$ cat src/rtl/add_and_or_if.sv
// Operand/result bundle for the ADD/AND/OR execution slice.
// master drives operands and control; slave returns the registered result and flags.
interface add_and_or_if #(
    parameter int WIDTH = 64
);
    logic             valid_in;
    logic [3:0]       control;
    logic [WIDTH-1:0] rs1;
    logic [WIDTH-1:0] rs2;
    logic             cin;
    logic [WIDTH-1:0] rd;
    logic             zero;
    logic             carry;
    logic             overflow;
    logic             illegal;
    logic             valid_out;

    modport master (
        output valid_in, control, rs1, rs2, cin,
        input  rd, zero, carry, overflow, illegal, valid_out
    );

    modport slave (
        input  valid_in, control, rs1, rs2, cin,
        output rd, zero, carry, overflow, illegal, valid_out
    );
endinterface

$ cat src/rtl/add_and_or_unit.sv
// Registered ADD/AND/OR slice of the execute-stage ALU; one-cycle latency,
// ripple-carry adder feeding the output register, with zero/carry/overflow/illegal flags.
module add_and_or_unit #(
    parameter int WIDTH = 64
) (
    input  logic        clk,
    input  logic        rst,
    add_and_or_if.slave bus
);
    localparam logic [3:0] OP_AND = 4'b0000;
    localparam logic [3:0] OP_OR  = 4'b0001;
    localparam logic [3:0] OP_ADD = 4'b0010;

    logic [WIDTH-1:0] sum;
    logic             sum_cout;
    logic [WIDTH-1:0] res_next;
    logic             carry_next;
    logic             ovf_next;
    logic             ill_next;
    logic             zero_next;

    // Ripple chain of full-adder cells; the running carry is a loop-local variable.
    always_comb begin
        logic c;
        c   = bus.cin;
        sum = '0;
        for (int i = 0; i < WIDTH; i++) begin
            sum[i] = bus.rs1[i] ^ bus.rs2[i] ^ c;
            c      = (bus.rs1[i] & bus.rs2[i]) | (c & (bus.rs1[i] ^ bus.rs2[i]));
        end
        sum_cout = c;
    end

    always_comb begin
        res_next   = '0;
        carry_next = 1'b0;
        ovf_next   = 1'b0;
        ill_next   = 1'b0;
        case (bus.control)
            OP_AND: res_next = bus.rs1 & bus.rs2;
            OP_OR:  res_next = bus.rs1 | bus.rs2;
            OP_ADD: begin
                res_next   = sum;
                carry_next = sum_cout;
                ovf_next   = (bus.rs1[WIDTH-1] == bus.rs2[WIDTH-1]) &&
                             (sum[WIDTH-1] != bus.rs1[WIDTH-1]);
            end
            default: ill_next = 1'b1;
        endcase
        // An illegal op forces rd to zero but must not report zero.
        zero_next = (res_next == '0) && !ill_next;
    end

    always_ff @(posedge clk) begin
        if (rst) begin
            bus.rd        <= '0;
            bus.zero      <= 1'b0;
            bus.carry     <= 1'b0;
            bus.overflow  <= 1'b0;
            bus.illegal   <= 1'b0;
            bus.valid_out <= 1'b0;
        end else if (bus.valid_in) begin
            bus.rd        <= res_next;
            bus.zero      <= zero_next;
            bus.carry     <= carry_next;
            bus.overflow  <= ovf_next;
            bus.illegal   <= ill_next;
            bus.valid_out <= 1'b1;
        end else begin
            bus.valid_out <= 1'b0;
        end
    end
endmodule

$ cat src/flat_wrapper.sv
// flat-port wrapper written by rule: the top's interface ports become plain ports
module add_and_or_unit_flat 
#(
    parameter int WIDTH = 64
)
  (clk, rst, bus_valid_in, bus_control, bus_rs1, bus_rs2, bus_cin, bus_rd, bus_zero, bus_carry, bus_overflow, bus_illegal, bus_valid_out);
  add_and_or_if #(.WIDTH(WIDTH)) bus_i ();
  input  logic clk;
  input  logic rst;
  input wire logic [$bits(bus_i.valid_in)-1:0] bus_valid_in;
  input wire logic [$bits(bus_i.control)-1:0] bus_control;
  input wire logic [$bits(bus_i.rs1)-1:0] bus_rs1;
  input wire logic [$bits(bus_i.rs2)-1:0] bus_rs2;
  input wire logic [$bits(bus_i.cin)-1:0] bus_cin;
  output wire logic [$bits(bus_i.rd)-1:0] bus_rd;
  output wire logic [$bits(bus_i.zero)-1:0] bus_zero;
  output wire logic [$bits(bus_i.carry)-1:0] bus_carry;
  output wire logic [$bits(bus_i.overflow)-1:0] bus_overflow;
  output wire logic [$bits(bus_i.illegal)-1:0] bus_illegal;
  output wire logic [$bits(bus_i.valid_out)-1:0] bus_valid_out;
  assign bus_i.valid_in = bus_valid_in;
  assign bus_i.control = bus_control;
  assign bus_i.rs1 = bus_rs1;
  assign bus_i.rs2 = bus_rs2;
  assign bus_i.cin = bus_cin;
  assign bus_rd = bus_i.rd;
  assign bus_zero = bus_i.zero;
  assign bus_carry = bus_i.carry;
  assign bus_overflow = bus_i.overflow;
  assign bus_illegal = bus_i.illegal;
  assign bus_valid_out = bus_i.valid_out;
  add_and_or_unit #(.WIDTH(WIDTH)) u_core (.clk(clk), .rst(rst), .bus(bus_i));
endmodule
$ cat config.mk
export PLATFORM = sky130hd
export DESIGN_NAME = add_and_or_unit_flat
export DESIGN_NICKNAME = d
export VERILOG_FILES = /design/src/rtl/add_and_or_if.sv /design/src/rtl/add_and_or_unit.sv /design/src/flat_wrapper.sv
export SDC_FILE = /design/constraint.sdc
export NUM_CORES = 1
export LEC_CHECK = 0
export CORE_ASPECT_RATIO = 1.1
export CORE_UTILIZATION = 25
export DETAILED_ROUTE_END_ITERATION = 12
export HOLD_SLACK_MARGIN = 0.08
export PLACE_DENSITY_LB_ADDON = 0.1
export SLEW_MARGIN = 20
export SYNTH_ARGS = -nofsm -noshare
export SYNTH_HDL_FRONTEND = slang
export SYNTH_SLANG_ARGS = --single-unit
$ cat constraint.sdc
create_clock -name clk -period 33.9 [get_ports clk]
set_input_delay 6.78 -clock clk [delete_from_list [all_inputs] [get_ports clk]]
set_output_delay 6.78 -clock clk [all_outputs]
set_load 0.02 [all_outputs]
Word-level counts from Yosys, hierarchy flattened
Cells that the tools add are included.
{"block": "totals", "reg_bits": 69, "latch_bits": 0, "mem_bits_rw": 0, "romBits": 0, "in_bits": 136, "output_inout_bits": 69, "wordCells": 342, "n_memories": 0}
{"block": "classes", "n_addsub": 0, "n_mul": 0, "div": 0, "n_lt_le_gt_ge": 0, "n_eq_ne": 4, "shift": 0, "n_mux": 5, "bitwise_logic": 322, "reduce_logical": 5}
{"operator": "64-bit one-hot mux with 3 select lines", "n": 1}
{"operator": "1-bit AND", "n": 128}
{"operator": "1-bit XOR", "n": 128}
{"operator": "64-bit AND", "n": 1}
{"operator": "64-bit logical NOT", "n": 1}
{"operator": "1-bit OR", "n": 64}
{"operator": "64-bit OR", "n": 1}
{"operator": "4-bit by 1-bit equality test with 1-bit output (second input constant)", "n": 1}
{"operator": "4-bit by 2-bit equality test with 1-bit output (second input constant)", "n": 1}
{"operator": "4-bit logical NOT", "n": 1}
{"operator": "1-bit two-way mux", "n": 4}
{"operator": "3-bit OR reduction", "n": 1}
{"operator": "1-bit logical AND", "n": 2}
{"operator": "1-bit equality test", "n": 1}
{"operator": "1-bit != test", "n": 1}

Longest topological paths before layout
{"block": "logic_depth", "depth_word": 131, "mapped_depth": 72, "depth_no_buf": 72}

Worst setup path after synthesis
Ideal clock, no wire load.
{"block": "synth_path", "kind": "input to register", "startpoint": "input port bus_cin", "endpoint": "register u_core.bus.zero", "setup_ns": 0.084, "t_arrival_ns": 31.471, "required_time_ns": 33.816, "path_slack_ns": 2.345, "cell_stages": 72, "n_path_buf": 0, "cell_sequence": "fa_1 -> inv_1 -> fa_1 -> fa_1 -> fa_1 -> fa_1 -> fa_1 -> fa_1 -> fa_1 -> fa_1 -> fa_1 -> fa_1 -> fa_1 -> fa_1 -> fa_1 -> fa_1 -> fa_1 -> fa_1 -> [... 36 more ...] -> fa_1 -> fa_1 -> fa_1 -> fa_1 -> fa_1 -> fa_1 -> fa_1 -> fa_1 -> inv_1 -> fa_1 -> fa_1 -> inv_1 -> fa_1 -> and4b_1 -> a21oi_1 -> nor4_1 -> nand4_1 -> o31ai_2"}
{"block": "synth_between", "elab_chain_cells": 130, "word_cells_on_any_way": 193, "classes_between": "1 x mux; 190 x bitwise; 2 x reduce/logical"}
{"element": "from (decl)", "line": "flat_wrapper.sv:14", "text": "input wire logic [$bits(bus_i.cin)-1:0] bus_cin;"}
{"element": "1-bit AND", "line": "add_and_or_unit.sv:29", "text": "c = (bus.rs1[i] & bus.rs2[i]) | (c & (bus.rs1[i] ^ bus.rs2[i]));"}
{"element": "1-bit OR", "line": "add_and_or_unit.sv:29"}
{"element": "1-bit AND", "line": "add_and_or_unit.sv:29"}
{"element": "1-bit OR", "line": "add_and_or_unit.sv:29"}
{"element": "1-bit AND", "line": "add_and_or_unit.sv:29"}
{"element": "1-bit OR", "line": "add_and_or_unit.sv:29"}
{"element": "1-bit AND", "line": "add_and_or_unit.sv:29"}
{"element": "1-bit OR", "line": "add_and_or_unit.sv:29"}
{"element": "[... 114 more ...]"}
{"element": "1-bit AND", "line": "add_and_or_unit.sv:29"}
{"element": "1-bit OR", "line": "add_and_or_unit.sv:29"}
{"element": "1-bit AND", "line": "add_and_or_unit.sv:29"}
{"element": "1-bit OR", "line": "add_and_or_unit.sv:29"}
{"element": "1-bit XOR", "line": "add_and_or_unit.sv:28", "text": "sum[i] = bus.rs1[i] ^ bus.rs2[i] ^ c;"}
{"element": "64-bit one-hot mux with 3 select lines (*)", "line": "add_and_or_unit.sv:39", "text": "case (bus.control)"}
{"element": "64-bit logical NOT (*)", "line": "add_and_or_unit.sv:51", "text": "zero_next = (res_next == '0) && !ill_next;"}
{"element": "1-bit logical AND (*)", "line": "add_and_or_unit.sv:51"}
{"element": "to (signal assigned)", "line": "add_and_or_unit.sv:64", "text": "bus.zero <= zero_next;"}
{"element": "to (decl)", "line": "add_and_or_if.sv:25", "text": "output rd, zero, carry, overflow, illegal, valid_out"}
Mark *: on every way between the ends. The rest lies on a longest branch, timed or not.
A chain may end at the register's enable or synchronous reset.

Worst setup path in the final report
{"block": "layout_path", "startpoint": "input port bus_rs1[0]", "endpoint": "register u_core.bus.zero"}
{"block": "layout_between", "elab_chain_cells": 131, "word_cells_on_any_way": 197, "classes_between": "1 x mux; 194 x bitwise; 2 x reduce/logical"}
{"element": "from (decl)", "line": "flat_wrapper.sv:12", "text": "input wire logic [$bits(bus_i.rs1)-1:0] bus_rs1;"}
{"element": "1-bit XOR", "line": "add_and_or_unit.sv:28, add_and_or_unit.sv:29"}
{"element": "1-bit AND", "line": "add_and_or_unit.sv:29"}
{"element": "1-bit OR", "line": "add_and_or_unit.sv:29"}
{"element": "1-bit AND", "line": "add_and_or_unit.sv:29"}
{"element": "1-bit OR", "line": "add_and_or_unit.sv:29"}
{"element": "1-bit AND", "line": "add_and_or_unit.sv:29"}
{"element": "1-bit OR", "line": "add_and_or_unit.sv:29"}
{"element": "1-bit AND", "line": "add_and_or_unit.sv:29"}
{"element": "[... 115 more ...]"}
{"element": "1-bit AND", "line": "add_and_or_unit.sv:29"}
{"element": "1-bit OR", "line": "add_and_or_unit.sv:29"}
{"element": "1-bit AND", "line": "add_and_or_unit.sv:29"}
{"element": "1-bit OR", "line": "add_and_or_unit.sv:29"}
{"element": "1-bit XOR", "line": "add_and_or_unit.sv:28"}
{"element": "64-bit one-hot mux with 3 select lines (*)", "line": "add_and_or_unit.sv:39"}
{"element": "64-bit logical NOT (*)", "line": "add_and_or_unit.sv:51"}
{"element": "1-bit logical AND (*)", "line": "add_and_or_unit.sv:51"}
Marks and branches as above.

==> impl_results.rst <==
.. list-table::
   :header-rows: 1

   * - Metric
     - Value
   * - Net count after synthesis
     - 1158
   * - Fill count
     - 2884
   * - Final-layout setup total negative slack
     - 0 ps
   * - Clk Latency, worst-skew pair
     - between 300 and 400 ps
   * - Number of H-tree levels
     - 3
   * - Number of setup violations in the final report
     - 0
   * - Vias in the first global route
     - 6389
   * - Synthesized instance count
     - a little over 800
   * - Longest individual stage delay on the worst path
     - 580 ps
   * - Overall via count from detail_route
     - approximately 6.1k
   * - Worst vdd rail ir drop
     - 14.5 uV
   * - Maximum buffer depth of the clock tree
     - 2
   * - Sequential area share after synthesis
     - 19.2%
   * - CP endpoint kind
     - flip-flop
   * - FF+latch count, synth
     - 69
   * - DIE HEIGHT
     - 180 um
   * - Power density relative to cell area
     - 29.2 nW/um^2
   * - Highest achievable clock rate
     - 30.2 MHz
   * - Cell Area, Synth
     - roughly 7200 sq um
   * - CTS Root Buffer Type
     - sky130_fd_sc_hd__clkbuf_16
   * - Worst Hold Class
     - flip-flop to flip-flop
   * - Number of buffers inserted by port buffering
     - 204
   * - Cell row count
     - 64
   * - Average instance area after synthesis
     - 8.69 sq um
   * - Final worst-path setup slack
     - 828 ps
   * - Synth area leader
     - sky130_fd_sc_hd__ha_1
   * - Number of hold violations in the final report
     - 0
   * - Count of cells along the worst hold path
     - 2
   * - Crit path top cell by count
     - sky130_fd_sc_hd__fa_1
   * - Final routed wirelength across all metal layers
     - 26500 um
   * - Half-perimeter wire length of the detailed placement result
     - 21000 um
   * - Share of final-layout standard cells stronger than drive strength 1
     - under 10%
   * - Crit path DAT
     - ~33000 ps
   * - Area of the core region
     - roughly 28000 sq um
   * - Final total power
     - 291 uW
   * - Final Wtd Congestion
     - 0.853
   * - TritonCTS clock tree
     - yes
   * - Library cells used by synthesis
     - 35
   * - Share of Yosys cell area claimed by the top area cell type
     - between 20% and 30%
   * - Pre-CTS setup slack
     - -344 ps
   * - Cell with the most instances after synthesis
     - sky130_fd_sc_hd__inv_1
   * - Overall die area
     - 29500 sq um
   * - Number of buffers created by CTS
     - 9
   * - Global-route wire length before repair
     - 40100 um
   * - Unrepaired setup endpoints after global routing
     - false
   * - Yosys warning count
     - 0
   * - Final count of pins violating max slew
     - 0
   * - Initial core utilization
     - 25.7%
   * - Global-route total usage across every layer
     - 18.4%
   * - Detailed-route wire length per cell
     - 19.2 um
   * - Critical path's slowest cell
     - sky130_fd_sc_hd__fa_2
   * - Max Fanout on Critical Path
     - 3
   * - Nets
     - roughly 1.3k
   * - Horizontal die dimension
     - 164 um
   * - Post-synth EDFFs
     - 0
   * - Worst Path Required
     - 34160 ps
   * - I/O Pins
     - between 200 and 250
   * - Routed via count divided by cell count
     - 4.43
   * - Antenna violations before repair
     - 0
   * - Transition at the pin with the smallest max-transition slack
     - 837 ps
   * - Iteration-0 DRC Markers
     - 316
   * - Most numerous cell types in the synthesized netlist
     - sky130_fd_sc_hd__inv_1 (132), sky130_fd_sc_hd__ha_1 (128), sky130_fd_sc_hd__dfxtp_1 (69), sky130_fd_sc_hd__nor2_1 (69), sky130_fd_sc_hd__a21oi_1 (65)
   * - Critical Path Source Type
     - input port
   * - Status
     - completed
   * - Number of nets still failing antenna checks after routing
     - 0
   * - Number of cells on the worst reg-to-reg path
     - 2
   * - Clock transition at path regs
     - ~70 ps
   * - Leakage dissipation
     - 0.00439 uW
   * - # DRC
     - 0
   * - Worst Clk Skew
     - 0 ps
   * - Crit Path Category
     - input port to flip-flop
   * - DR pass1 iterations
     - 4
   * - Post-synthesis to final-layout area growth
     - 38.3%
   * - Total gr overflow
     - 0
   * - Number of maximum-capacitance violations
     - 0
   * - Max-Slew Margin vs Limit
     - 43.4%
   * - Number of clock sinks
     - 69
   * - Post-synthesis async set-or-reset flop share
     - 0%
   * - Post-layout min period
     - 33070 ps
   * - Leading cell types by total area after synthesis
     - sky130_fd_sc_hd__ha_1 (22%), sky130_fd_sc_hd__dfxtp_1 (19%), sky130_fd_sc_hd__fa_1 (18%)
   * - Maximum number of pins on one net before global-route repair
     - 77
   * - Main synth FF type
     - sky130_fd_sc_hd__dfxtp_1
   * - Fin crit share
     - 97.6%
   * - Hold Slack
     - 458 ps
sequential cells by signal (all words and copies together) (netlist names):
signal / flops
u_core.bus.zero: 1
u_core.bus.rd: 64
u_core.bus.valid_out: 1
u_core.bus.overflow: 1
u_core.bus.carry: 1
u_core.bus.illegal: 1
logic make-up after synthesis:
| family | synth area share (%) |
|---|---|
| and+or+nand+nor | 15.3 |
| AOI/OAI and AO/OA | 15.7 |
| DFF | 19.2 |
| buffers and inverters | 9.82 |
| adders and majority gates | 40.0 |
| xor gates and xnor gates | 0.121 |
layout by cell type, fill, tap and decap left out, drive strengths merged:
cell type      count
nor4              22
nor4b              1
fa                64
clkinv             2
nand2b            45
dfxtp             69
or4b               1
diode              1
a32oi              1
o211ai             1
clkdlybuf4s50    202
a21oi             65
o221a              1
and3               1
a2111o             1
o21ai             30
inv              134
or3                1
nand4             11
a2111oi            1
bufinv             4
nor3               4
nor2b             25
dlymetal6s2s       1
nor2              69
a22o              39
and4b              2
o31ai              1
nand2             32
ha               128
o22ai             38
a22oi              1
or2                1
xor2               1
clkbuf             9
buf                8
stage by stage:
stage               instance area (sq um)  cells  utilization, %
floorplan                            7210    830               -
global placement                     9560   1363            34.0
detailed placement                   9560   1363            34.0
CTS                                  9930   1379            35.3
global route                         9970   1379            35.5
finish                               9970   1380            35.5
report_power, final:
part / internal, uW / total [uW] / switching (uW)
Combinational: 39.2 / 85.9 / 46.7
Clock: 80.0 / 123 / 43.2
Sequential: 81.7 / 82.0 / 0.360
layer usage:
metal	wire [um]	vias up	global-route usage [%]
li1	-	3064	-
met1	12600	2873	25.6
met2	12400	162	30.1
met3	1220	14	2.49
met4	267	0	3.74
met5	0	-	0
critical path, delay by kind of cell:
kind | cells | cell delay (ps)
adders and majority gates | 64 | 24870
buffers and inverters | 4 | 730
and+or+nand+nor | 3 | 620
AOI/OAI and AO/OA | 2 | 310
repair_timing:
action / in CTS / in global routing
hold buffers: 0 / 0
pin swaps: 1 / 2
setup buffers: 0 / 0
cloned: 0 / 0
endpoints found under the setup margin: 1 / 3
resized for setup: 1 / 15
path summary, 6_finish.rpt:
path	start	end	slack [ps]
max	bus_rs1[0]	u_core.bus.zero	830
min	u_core.bus.rd[46]	u_core.bus.rd[46]	460
max reg2reg	u_core.bus.rd[63]	u_core.bus.rd[63]	33240
min reg2reg	u_core.bus.rd[46]	u_core.bus.rd[46]	460
area by class of cell:
cell class,instances,area (sq um),area share [%]
clock buffer,9,225,2.26
sequential,69,1380,13.8
timing repair buffer,211,2090,21.0
antenna,1,2.50,0.0251
multi-input combinational,587,5170,51.9
clock inverter,7,146,1.47
tap,363,454,4.55
inverter,133,499,5.01
(Power assumes the default switching activity.)
